===== src/rtl/sc_inst_enc_if.sv =====
// ============================================================================
// Module   : sc_inst_enc_if
// Brief    : Handshake, memory-write and status bundle for sc_inst_enc.
//            Optional csum member under SC_INST_ENC_CHECKSUM_EN.
// Revision : 1.0  initial release
// ============================================================================
`default_nettype none

interface sc_inst_enc_if #(
  parameter int AW = 32
);
  logic          start;
  logic [AW-1:0] base_addr;
  logic          in_valid;
  logic          in_ready;
  logic [4:0]    in_code;
  logic [4:0]    in_rs;
  logic [4:0]    in_rt;
  logic [4:0]    in_rd;
  logic [4:0]    in_sa;
  logic [15:0]   in_imm;
  logic [25:0]   in_target;
  logic          in_last;
  logic          imem_we;
  logic [AW-1:0] imem_addr;
  logic [31:0]   imem_din;
  logic          imem_ack;
  logic          busy;
  logic          done;
  logic          err;
  logic [15:0]   word_cnt;
`ifdef SC_INST_ENC_CHECKSUM_EN
  logic [31:0]   csum;

  modport master (
    output start, base_addr, in_valid, in_code, in_rs, in_rt, in_rd, in_sa,
           in_imm, in_target, in_last, imem_ack,
    input  in_ready, imem_we, imem_addr, imem_din, busy, done, err, word_cnt, csum
  );
  modport slave (
    input  start, base_addr, in_valid, in_code, in_rs, in_rt, in_rd, in_sa,
           in_imm, in_target, in_last, imem_ack,
    output in_ready, imem_we, imem_addr, imem_din, busy, done, err, word_cnt, csum
  );
`else
  modport master (
    output start, base_addr, in_valid, in_code, in_rs, in_rt, in_rd, in_sa,
           in_imm, in_target, in_last, imem_ack,
    input  in_ready, imem_we, imem_addr, imem_din, busy, done, err, word_cnt
  );
  modport slave (
    input  start, base_addr, in_valid, in_code, in_rs, in_rt, in_rd, in_sa,
           in_imm, in_target, in_last, imem_ack,
    output in_ready, imem_we, imem_addr, imem_din, busy, done, err, word_cnt
  );
`endif
endinterface

`default_nettype wire


===== src/rtl/sc_inst_enc.sv =====
// ============================================================================
// Module   : sc_inst_enc
// Brief    : Packs symbolic instructions into MIPS words and loads them into
//            instruction memory. SC_INST_ENC_CHECKSUM_EN adds an XOR checksum.
// Revision : 1.0  initial release
// ============================================================================
`default_nettype none

module sc_inst_enc #(
  parameter int            AW       = 32,
  parameter logic [AW-1:0] BASE_RST = '0
) (
  input  wire logic   clk,
  input  wire logic   rst,
  sc_inst_enc_if.slave bus
);

  typedef enum logic [1:0] {
    S_IDLE  = 2'd0,
    S_LOAD  = 2'd1,
    S_DRAIN = 2'd2,
    S_FIN   = 2'd3
  } state_t;

  state_t        r_state;
  state_t        w_next;
  logic [AW-1:0] r_wr_addr;
  logic [31:0]   r_din;
  logic          r_we;
  logic          r_err;
  logic [15:0]   r_cnt;

  logic          w_ready;
  logic          w_busy;
  logic          w_done;
  logic          w_start;
  logic          w_accept;
  logic          w_ack;
  logic          w_legal;
  logic [31:0]   w_word;
  logic [AW-1:0] w_base;

  assign w_base   = bus.base_addr & ~AW'(3);
  assign w_ack    = r_we & bus.imem_ack;
  assign w_accept = bus.in_valid & w_ready;

  always_ff @(posedge clk or posedge rst) begin
    if (rst) r_state <= S_IDLE;
    else     r_state <= w_next;
  end

  always_comb begin
    w_next  = r_state;
    w_ready = 1'b0;
    w_busy  = 1'b0;
    w_done  = 1'b0;
    w_start = 1'b0;
    case (r_state)
      S_IDLE: begin
        w_start = bus.start;
        if (bus.start) w_next = S_LOAD;
      end
      S_LOAD: begin
        w_busy  = 1'b1;
        w_ready = ~r_we | bus.imem_ack;
        if (bus.in_valid && w_ready && bus.in_last) w_next = S_DRAIN;
      end
      S_DRAIN: begin
        w_busy = 1'b1;
        if (!r_we || bus.imem_ack) w_next = S_FIN;
      end
      S_FIN: begin
        w_done = 1'b1;
        w_next = S_IDLE;
      end
      default: w_next = S_IDLE;
    endcase
  end

  // Field packing; fields that the format defines as zero are forced to zero.
  always_comb begin
    w_word  = '0;
    w_legal = 1'b1;
    case (bus.in_code)
      5'd0:  w_word = {6'b000000, bus.in_rs, bus.in_rt, bus.in_rd, 5'd0, 6'b100000};
      5'd1:  w_word = {6'b000000, bus.in_rs, bus.in_rt, bus.in_rd, 5'd0, 6'b100010};
      5'd2:  w_word = {6'b000000, bus.in_rs, bus.in_rt, bus.in_rd, 5'd0, 6'b100100};
      5'd3:  w_word = {6'b000000, bus.in_rs, bus.in_rt, bus.in_rd, 5'd0, 6'b100101};
      5'd4:  w_word = {6'b000000, bus.in_rs, bus.in_rt, bus.in_rd, 5'd0, 6'b100110};
      5'd5:  w_word = {6'b000000, 5'd0, bus.in_rt, bus.in_rd, bus.in_sa, 6'b000000};
      5'd6:  w_word = {6'b000000, 5'd0, bus.in_rt, bus.in_rd, bus.in_sa, 6'b000010};
      5'd7:  w_word = {6'b000000, 5'd0, bus.in_rt, bus.in_rd, bus.in_sa, 6'b000011};
      5'd8:  w_word = {6'b000000, bus.in_rs, 15'd0, 6'b001000};
      5'd9:  w_word = {6'b001000, bus.in_rs, bus.in_rt, bus.in_imm};
      5'd10: w_word = {6'b001100, bus.in_rs, bus.in_rt, bus.in_imm};
      5'd11: w_word = {6'b001101, bus.in_rs, bus.in_rt, bus.in_imm};
      5'd12: w_word = {6'b001110, bus.in_rs, bus.in_rt, bus.in_imm};
      5'd13: w_word = {6'b100011, bus.in_rs, bus.in_rt, bus.in_imm};
      5'd14: w_word = {6'b101011, bus.in_rs, bus.in_rt, bus.in_imm};
      5'd15: w_word = {6'b000100, bus.in_rs, bus.in_rt, bus.in_imm};
      5'd16: w_word = {6'b000101, bus.in_rs, bus.in_rt, bus.in_imm};
      5'd17: w_word = {6'b001111, 5'd0, bus.in_rt, bus.in_imm};
      5'd18: w_word = {6'b000010, bus.in_target};
      5'd19: w_word = {6'b000011, bus.in_target};
      default: w_legal = 1'b0;
    endcase
  end

  // An accept while a write is pending only happens on its ack cycle, so the
  // new word (or nothing, if illegal) simply replaces the outgoing one.
  always_ff @(posedge clk or posedge rst) begin
    if (rst) begin
      r_wr_addr <= BASE_RST;
      r_din     <= '0;
      r_we      <= 1'b0;
      r_err     <= 1'b0;
      r_cnt     <= '0;
    end else begin
      if (w_start) begin
        r_wr_addr <= w_base;
        r_err     <= 1'b0;
        r_cnt     <= '0;
      end else if (w_ack) begin
        r_wr_addr <= r_wr_addr + AW'(4);
        if (r_cnt != 16'hFFFF) r_cnt <= r_cnt + 16'd1;
      end
      if (w_accept) begin
        r_we <= w_legal;
        if (w_legal) r_din <= w_word;
        else         r_err <= 1'b1;
      end else if (w_ack) begin
        r_we <= 1'b0;
      end
    end
  end

`ifdef SC_INST_ENC_CHECKSUM_EN
  logic [31:0] r_csum;

  always_ff @(posedge clk or posedge rst) begin
    if (rst)          r_csum <= '0;
    else if (w_start) r_csum <= '0;
    else if (w_ack)   r_csum <= r_csum ^ r_din;
  end

  assign bus.csum = r_csum;
`endif

  assign bus.in_ready  = w_ready;
  assign bus.imem_we   = r_we;
  assign bus.imem_addr = r_wr_addr;
  assign bus.imem_din  = r_din;
  assign bus.busy      = w_busy;
  assign bus.done      = w_done;
  assign bus.err       = r_err;
  assign bus.word_cnt  = r_cnt;

endmodule

`default_nettype wire


===== src/flat_wrapper.sv =====
// flat-port wrapper written by rule: the top's interface ports become plain ports
module sc_inst_enc_flat 
#(
  parameter int            AW       = 32,
  parameter logic [AW-1:0] BASE_RST = '0
)
  (clk, rst, bus_start, bus_base_addr, bus_in_valid, bus_in_code, bus_in_rs, bus_in_rt, bus_in_rd, bus_in_sa, bus_in_imm, bus_in_target, bus_in_last, bus_imem_ack, bus_in_ready, bus_imem_we, bus_imem_addr, bus_imem_din, bus_busy, bus_done, bus_err, bus_word_cnt);
  sc_inst_enc_if #(.AW(AW)) bus_i ();
  input  wire logic clk;
  input  wire logic rst;
  input wire logic [$bits(bus_i.start)-1:0] bus_start;
  input wire logic [$bits(bus_i.base_addr)-1:0] bus_base_addr;
  input wire logic [$bits(bus_i.in_valid)-1:0] bus_in_valid;
  input wire logic [$bits(bus_i.in_code)-1:0] bus_in_code;
  input wire logic [$bits(bus_i.in_rs)-1:0] bus_in_rs;
  input wire logic [$bits(bus_i.in_rt)-1:0] bus_in_rt;
  input wire logic [$bits(bus_i.in_rd)-1:0] bus_in_rd;
  input wire logic [$bits(bus_i.in_sa)-1:0] bus_in_sa;
  input wire logic [$bits(bus_i.in_imm)-1:0] bus_in_imm;
  input wire logic [$bits(bus_i.in_target)-1:0] bus_in_target;
  input wire logic [$bits(bus_i.in_last)-1:0] bus_in_last;
  input wire logic [$bits(bus_i.imem_ack)-1:0] bus_imem_ack;
  output wire logic [$bits(bus_i.in_ready)-1:0] bus_in_ready;
  output wire logic [$bits(bus_i.imem_we)-1:0] bus_imem_we;
  output wire logic [$bits(bus_i.imem_addr)-1:0] bus_imem_addr;
  output wire logic [$bits(bus_i.imem_din)-1:0] bus_imem_din;
  output wire logic [$bits(bus_i.busy)-1:0] bus_busy;
  output wire logic [$bits(bus_i.done)-1:0] bus_done;
  output wire logic [$bits(bus_i.err)-1:0] bus_err;
  output wire logic [$bits(bus_i.word_cnt)-1:0] bus_word_cnt;
  assign bus_i.start = bus_start;
  assign bus_i.base_addr = bus_base_addr;
  assign bus_i.in_valid = bus_in_valid;
  assign bus_i.in_code = bus_in_code;
  assign bus_i.in_rs = bus_in_rs;
  assign bus_i.in_rt = bus_in_rt;
  assign bus_i.in_rd = bus_in_rd;
  assign bus_i.in_sa = bus_in_sa;
  assign bus_i.in_imm = bus_in_imm;
  assign bus_i.in_target = bus_in_target;
  assign bus_i.in_last = bus_in_last;
  assign bus_i.imem_ack = bus_imem_ack;
  assign bus_in_ready = bus_i.in_ready;
  assign bus_imem_we = bus_i.imem_we;
  assign bus_imem_addr = bus_i.imem_addr;
  assign bus_imem_din = bus_i.imem_din;
  assign bus_busy = bus_i.busy;
  assign bus_done = bus_i.done;
  assign bus_err = bus_i.err;
  assign bus_word_cnt = bus_i.word_cnt;
  sc_inst_enc #(.AW(AW), .BASE_RST(BASE_RST)) u_core (.clk(clk), .rst(rst), .bus(bus_i));
endmodule

===== config.mk =====
export PLATFORM = sky130hd
export DESIGN_NAME = sc_inst_enc_flat
export DESIGN_NICKNAME = d
export VERILOG_FILES = /design/src/rtl/sc_inst_enc_if.sv /design/src/rtl/sc_inst_enc.sv /design/src/flat_wrapper.sv
export SDC_FILE = /design/constraint.sdc
export NUM_CORES = 1
export LEC_CHECK = 0
export CAP_MARGIN = 0
export CORE_ASPECT_RATIO = 0.6
export CORE_MARGIN = 1
export CORE_UTILIZATION = 44
export CTS_CLUSTER_SIZE = 28
export DETAILED_ROUTE_END_ITERATION = 8
export PLACE_DENSITY = 0.81
export SLEW_MARGIN = 20
export SYNTH_ARGS = -nofsm -noshare
export SYNTH_HDL_FRONTEND = slang
export SYNTH_SLANG_ARGS = --single-unit
export TNS_END_PERCENT = 30

===== constraint.sdc =====
create_clock -name clk -period 3.4 [get_ports clk]
set_input_delay 0.68 -clock clk [delete_from_list [all_inputs] [get_ports clk]]
set_output_delay 0.68 -clock clk [all_outputs]
set_load 0.1 [all_outputs]

==> flow_summary.json, run 1 <==
{
  "status": "finished clean",
  "cts_hold_buf": 0,
  "fmax_mhz": 391,
  "first_global_vias": 4557,
  "final_nets": 807,
  "synthAdderAreaFrac": 0.0186,
  "clkTransAtPathRegs_ns": 0.06,
  "combPwrFrac": 0.626,
  "pwr-share-clk": 0.135,
  "min_to": "u_core.bus.imem_din[17]",
  "layout-drive-gt1-share": 0.161,
  "yosys.area.top_type_share": 0.430,
  "criticalPathCategory": "in2out",
  "placed_area_um2": 6510,
  "port_buffers": 184,
  "clock-sinks": 81,
  "synthSimpleGateAreaFrac": 0.246,
  "setup_viol": 0,
  "power.density_nw_per_um2": 1050,
  "drc": 0,
  "synth_cell_types": 64,
  "synth_most_common_cell": "dfrtp_1",
  "dieArea_um2": 11100,
  "required_ns": 2.72,
  "synthMuxAreaShare": 0.0157,
  "cts_tree": "built",
  "p_seq_frac": 0.239,
  "synth_compound_area_frac": 0.226,
  "netSwitchingFraction": 0.596,
  "tightest_slew_ns": 0.983,
  "clockBufferDepth": 2,
  "peakVddDrop_mv": 0.951,
  "synth_common_cells": "dfrtp_1, nand2_1, o21ai_0",
  "syn_area_per_cell_um2": 9.02,
  "max_cap_violations": 0,
  "end_kind": "output port",
  "intPower_mw": 2.90,
  "clock-skew-final_ns": 0.00828,
  "num_vias": 4947,
  "synth-main-ff-cell": "dfrtp_1",
  "cp_data_arrival_time_ns": 1.88,
  "ys_top_cells_by_area": "dfrtp_1, nand2_1, o21ai_0",
  "finalCritPeriodShare": 0.753,
  "r2r-start": "u_core.r_state[0]",
  "timing.max_slew.rel_slack": 0.343,
  "antenna_found_initial": 0,
  "drtAntennaViolNets": 0,
  "fin_util": 0.672,
  "wl_per_cell_um": 17.8,
  "gp_congestion": 0.908,
  "post-cts-setup-buffers": 0,
  "overflow": 0,
  "switching_power_mw": 4.27,
  "setup_tns_ns": 0,
  "ys_seq_area_frac": 0.430,
  "instances_no_fill": 835,
  "ys_ff_latch": 81,
  "grt_usage": 0.268,
  "grt_first_pass_wirelength_mm": 23.0,
  "r2r-end": "u_core.bus.word_cnt[15]",
  "clock-root-buffer": "clkbuf_16",
  "start_util": 0.465,
  "p_leak_nw": 2.83,
  "dp_cells": 819,
  "dp_hpwl_mm": 11.1,
  "drt_iter0_markers": 428,
  "period_minus_slack_ns": 2.56,
  "core-area_um2": 10100,
  "ctsResizeCount": 0,
  "rr_worst_depth": 6,
  "syn_inst": 522,
  "whs_path_depth": 2,
  "drt_wl_total_mm": 14.8,
  "reg2reg_setup_slack_ns": 1.15,
  "insertion_delay_ns": 0.34,
  "design_area_um2": 6810,
  "synthArstFlopShare": 1.00,
  "dieHeight_um": 82.2,
  "viasPerCell": 5.92,
  "synthXorXnorAreaFrac": 0.0186,
  "cts_made_buffers": 9,
  "firstDrtPassIters": 7,
  "hold_path.startpoint": "u_core.bus.imem_din[17]",
  "synthToLayoutAreaGrowth_pct": 44.5,
  "grt_max_degree": 43,
  "critPathMaxFanout": 5,
  "pin_count": 190,
  "synth_edf_count": 0,
  "synth_area_um2": 4710,
  "finalHoldViolCount": 0,
  "synth_top_family_by_area": "simple AND/OR/NAND/NOR gates",
  "startpoint_type": "input port",
  "ys_warn_count": 0,
  "slew_violations": 0,
  "synth_top_area_cell": "dfrtp_1",
  "ctsHtreeMaxLevel": 3,
  "hold_path.class": "reg2reg",
  "rsz0062_at_grt": "false",
  "num_rows": 28,
  "die_w_um": 136,
  "critPathLaunch": "bus_imem_ack",
  "fin_hold_ws_ns": 0.478,
  "diodes": 0
}
## how the worst max path moves through the flow
stage / end / slack, ns / cells past startpoint
after detailed placement: u_core.bus.imem_din[9] / 0.63 / 6
after global placement: u_core.bus.imem_din[2] / 0.65 / 6
after global routing: u_core.bus.imem_din[8] / 0.79 / 6
after CTS: bus_in_ready / 0.86 / 4
after floorplan: u_core.bus.err / 0.64 / 1
final: bus_in_ready / 0.84 / 4
## through the flow
stage | setup WS, ns | total power, mW
6_report | 0.841 | 7.17
5_1_grt | 0.795 | 7.44
4_1_cts | 0.862 | 7.18
3_5_place_dp | 0.632 | 6.20
3_3_place_gp | 0.654 | 6.11
2_1_floorplan | 0.640 | 5.08
## registers in the layout (all words and copies together), names as in the netlist
| register | flops |
|---|---|
| u_core.bus.imem_addr | 30 |
| u_core.bus.imem_we | 1 |
| u_core.bus.word_cnt | 16 |
| u_core.r_state | 2 |
| u_core.bus.err | 1 |
| u_core.bus.imem_din | 31 |
## cell type report
| cell class | instances | area [um2] |
|---|---|---|
| inverters | 10 | 38.8 |
| multi-input cells | 396 | 2480 |
| flip-flops and latches | 81 | 2030 |
| clock inverters | 5 | 55.1 |
| clock buffers | 11 | 243 |
| repair buffers | 197 | 1790 |
| fillers | 816 | 3320 |
| well taps | 135 | 169 |
## routing by layer
layer | global-route usage | wire [um] | up-vias
li1 | - | - | 2310
met1 | 0.380 | 6780 | 2407
met2 | 0.417 | 6810 | 201
met3 | 0.0440 | 922 | 29
met4 | 0.0955 | 335 | 0
met5 | 0 | 0 | -
## power by group through the flow
stage	Combinational (mW)	Sequential, mW	Clock, mW
2_1_floorplan	0.983	4.10	0
3_3_place_gp	4.42	1.69	0
3_5_place_dp	4.48	1.71	0
4_1_cts	4.49	1.70	0.986
5_1_grt	4.65	1.77	1.02
6_report	4.49	1.71	0.969
## critical path, cell delays in order
cell and delay (ns):
clkdlybuf4s50_1 0.56, nand2b_1 0.22, and2_1 0.22, buf_12 0.19
## cells by family after synthesis
| family | after synthesis |
|---|---|
| adders and majority gates | 7 |
| AOI/OAI and AO/OA | 160 |
| xor gates and xnor gates | 10 |
| other | 1 |
| buffers and inverters | 47 |
| DFF | 81 |
| and+or+nand+nor | 209 |
| muxes | 7 |
## layout by cell type, fill, tap and decap left out, types with 10 or more instances in the layout
cell type,netlist,layout
nand2_1,69,69
nand4_1,14,14
nor2_1,25,25
a31oi_1,20,20
clkdlybuf4s50_1,0,114
a22oi_1,12,12
o31ai_1,14,14
nand3_1,17,17
dfrtp_1,81,81
a21oi_1,17,17
a222oi_1,10,10
o21ai_0,51,51
buf_4,4,81
or4_1,17,17
(Power assumes the default switching activity.)
==> run 2: changes to the inputs <==
--- a/config.mk
+++ b/config.mk
@@ -8,10 +8,10 @@
 export CAP_MARGIN = 0
 export CORE_ASPECT_RATIO = 0.6
 export CORE_MARGIN = 1
-export CORE_UTILIZATION = 44
+export CORE_UTILIZATION = 40
 export CTS_CLUSTER_SIZE = 28
 export DETAILED_ROUTE_END_ITERATION = 8
-export PLACE_DENSITY = 0.81
+export PLACE_DENSITY = 0.78
 export SLEW_MARGIN = 20
 export SYNTH_ARGS = -nofsm -noshare
 export SYNTH_HDL_FRONTEND = slang
==> constraint.sdc (replaced) <==
create_clock -name clk -period 2.1 [get_ports clk]
set_input_delay 0.42 -clock clk [delete_from_list [all_inputs] [get_ports clk]]
set_output_delay 0.42 -clock clk [all_outputs]
set_load 0.1 [all_outputs]
==> run 2 against run 1 <==
  * Combinational power rose by 69%
  * Count of clock-buffer cells in the layout stayed put
  * Sequential cell count unchanged
  * Routed wire length rose by 2.1%
  * Design area grew 6.8%
  * Worst setup slack worse by 0.69 ns
  * Sequential share of layout area decreased by 1.9 points
  * Total power increased by 66%
  * Clock power up 60%
  * Worst hold slack better by 0.00075 ns
  * Critical path depth rose by 1
  * Critical path type is now reg2reg
==> flow_summary.json, run 2 (synthesized netlist as in run 1, its figures left out) <==
{
  "slew_violations": 0,
  "clock-root-buffer": "clkbuf_16",
  "pin_count": 190,
  "viasPerCell": 5.66,
  "end_kind": "flip-flop",
  "fmax_mhz": 512,
  "clockBufferDepth": 2,
  "wl_per_cell_um": 16.8,
  "hold_path.class": "reg2reg",
  "synthToLayoutAreaGrowth_pct": 54.3,
  "final_nets": 849,
  "antenna_found_initial": 0,
  "dieArea_um2": 12200,
  "diodes": 0,
  "num_rows": 30,
  "critPathMaxFanout": 7,
  "cts_hold_buf": 0,
  "port_buffers": 184,
  "insertion_delay_ns": 0.34,
  "r2r-start": "u_core.bus.imem_addr[2]",
  "period_minus_slack_ns": 1.95,
  "cp_data_arrival_time_ns": 2.20,
  "setup_tns_ns": 0,
  "finalCritPeriodShare": 0.930,
  "fin_hold_ws_ns": 0.478,
  "layout_commonest_cell": "buf_4",
  "grt_usage": 0.258,
  "drt_wl_total_mm": 15.2,
  "area.sequential_um2": 2030,
  "firstDrtPassIters": 6,
  "startpoint_type": "flip-flop",
  "hold_path.startpoint": "u_core.bus.imem_din[23]",
  "dieHeight_um": 86.1,
  "drt_iter0_markers": 310,
  "overflow": 0,
  "grt_first_pass_wirelength_mm": 24.8,
  "criticalPathCategory": "reg2reg",
  "power.density_nw_per_um2": 1640,
  "layout-drive-gt1-share": 0.228,
  "core-area_um2": 11400,
  "fill_cells": 929,
  "clock-skew-final_ns": 0.00873,
  "cts_tree": "built",
  "die_w_um": 142,
  "clock-sinks": 81,
  "setup_viol": 0,
  "grt_max_degree": 82,
  "dpl_worst_slack_ns": -0.152,
  "drtAntennaViolNets": 0,
  "critPathLaunch": "u_core.bus.imem_addr[2]",
  "clkTransAtPathRegs_ns": 0.07,
  "gp_congestion": 0.878,
  "post-cts-setup-buffers": 0,
  "p_leak_nw": 3.10,
  "max_cap_violations": 0,
  "dp_hpwl_mm": 11.5,
  "peakVddDrop_mv": 1.41,
  "setup_slack_ns": 0.147,
  "rsz0062_at_grt": "false",
  "status": "finished clean",
  "start_util": 0.414,
  "cts_made_buffers": 9,
  "largest_reg_flops": 31,
  "first_global_vias": 4952,
  "crit_path_top_delay_cell": "or4_1",
  "finalHoldViolCount": 0,
  "slowest_delay_ns": 0.50,
  "required_ns": 2.35,
  "num_vias": 5101,
  "final_cell_mix": "buf_4, clkdlybuf4s50_1, dfrtp_1, nand2_1, o21ai_0",
  "drc": 0,
  "multiInputGateArea_um2": 2500,
  "path_cells": "ha_1, and4_1, nand2_1, or4_1, a31oi_1",
  "ctsHtreeMaxLevel": 3
}
[run 2: changes by cell type in the layout (fill, tap and decap cells not counted), moves of 2 or more]
cell	previous run	this run
buf_12	2	13
buf_4	81	124
clkdlybuf4s50_1	114	101
clkinv_2	3	1
clkinv_4	0	2
[run 2: where the power goes]
group / total (mW) / internal, mW / switching [mW]
combinational: 7.60 / 1.88 / 5.72
sequential: 2.78 / 2.14 / 0.637
clock: 1.55 / 0.873 / 0.679
total: 11.9 / 4.89 / 7.03
[run 2: critical path: cells and delay by family, from the launching register on]
family                   cells  cell delay (ns)
AND/OR/NAND/NOR              3             1.06
adder cells (fa/ha/maj)      1             0.20
AO/OA/AOI/OAI                1             0.19
flip-flops                   1             0.43
[run 2: final cells by class]
cell class / count / area share
Sequential cell: 81 / 0.279
Multi-Input combinational cell: 396 / 0.343
Timing Repair Buffer: 239 / 0.304
Clock inverter: 5 / 0.00534
Clock buffer: 11 / 0.0348
Tap cell: 160 / 0.0275
Inverter: 10 / 0.00568
[run 2: layer usage]
| layer | track usage | part of all wire | vias to the layer above |
|---|---|---|---|
| met3 | 0.0609 | 0.075 | 23 |
| li1 | - | - | 2403 |
| met4 | 0.0694 | 0.012 | 0 |
| met5 | 0 | 0 | - |
| met1 | 0.363 | 0.46 | 2462 |
| met2 | 0.396 | 0.46 | 213 |
[run 2: path summary, 6_finish.rpt]
| kind | endpoint | slack (ns) | depth (start not counted) |
|---|---|---|---|
| worst max-delay path | u_core.bus.imem_addr[22] | 0.15 | 5 |
| worst min-delay path | u_core.bus.imem_din[23] | 0.48 | 2 |
| worst max register to register | u_core.bus.imem_addr[22] | 0.15 | 5 |
| worst min register to register | u_core.bus.imem_din[23] | 0.48 | 2 |
| max in group asynchronous | u_core.bus.word_cnt[9] | 1.19 | 3 |
| min in group asynchronous | u_core.bus.imem_addr[12] | 0.55 | 3 |
[run 2: per-stage QoR]
step | util | area [um2] | power [mW] | cells
5_1_grt | 0.639 | 7270 | 12.4 | 902
4_1_cts | 0.638 | 7260 | 11.9 | 902
3_3_place_gp | 0.612 | 6960 | 10.2 | 886
6_report | 0.639 | 7270 | 11.9 | 902
2_1_floorplan | - | 4720 | 8.23 | 524
3_5_place_dp | 0.612 | 6960 | 10.3 | 886
[run 2: timing repair]
action | 4_1_cts | 5_1_grt
resized for setup | 2 | 3
cloned | 0 | 0
endpoints found under the hold margin | 0 | 0
setup endpoints to repair | 3 | 14
==> run 3: changes to the inputs <==
--- a/config.mk
+++ b/config.mk
@@ -12,7 +12,6 @@
 export CTS_CLUSTER_SIZE = 28
 export DETAILED_ROUTE_END_ITERATION = 8
 export PLACE_DENSITY = 0.78
-export SLEW_MARGIN = 20
 export SYNTH_ARGS = -nofsm -noshare
 export SYNTH_HDL_FRONTEND = slang
 export SYNTH_SLANG_ARGS = --single-unit
==> results of run 3 <==
Same layout as run 2: the final DEF is identical, and so are final timing and power.
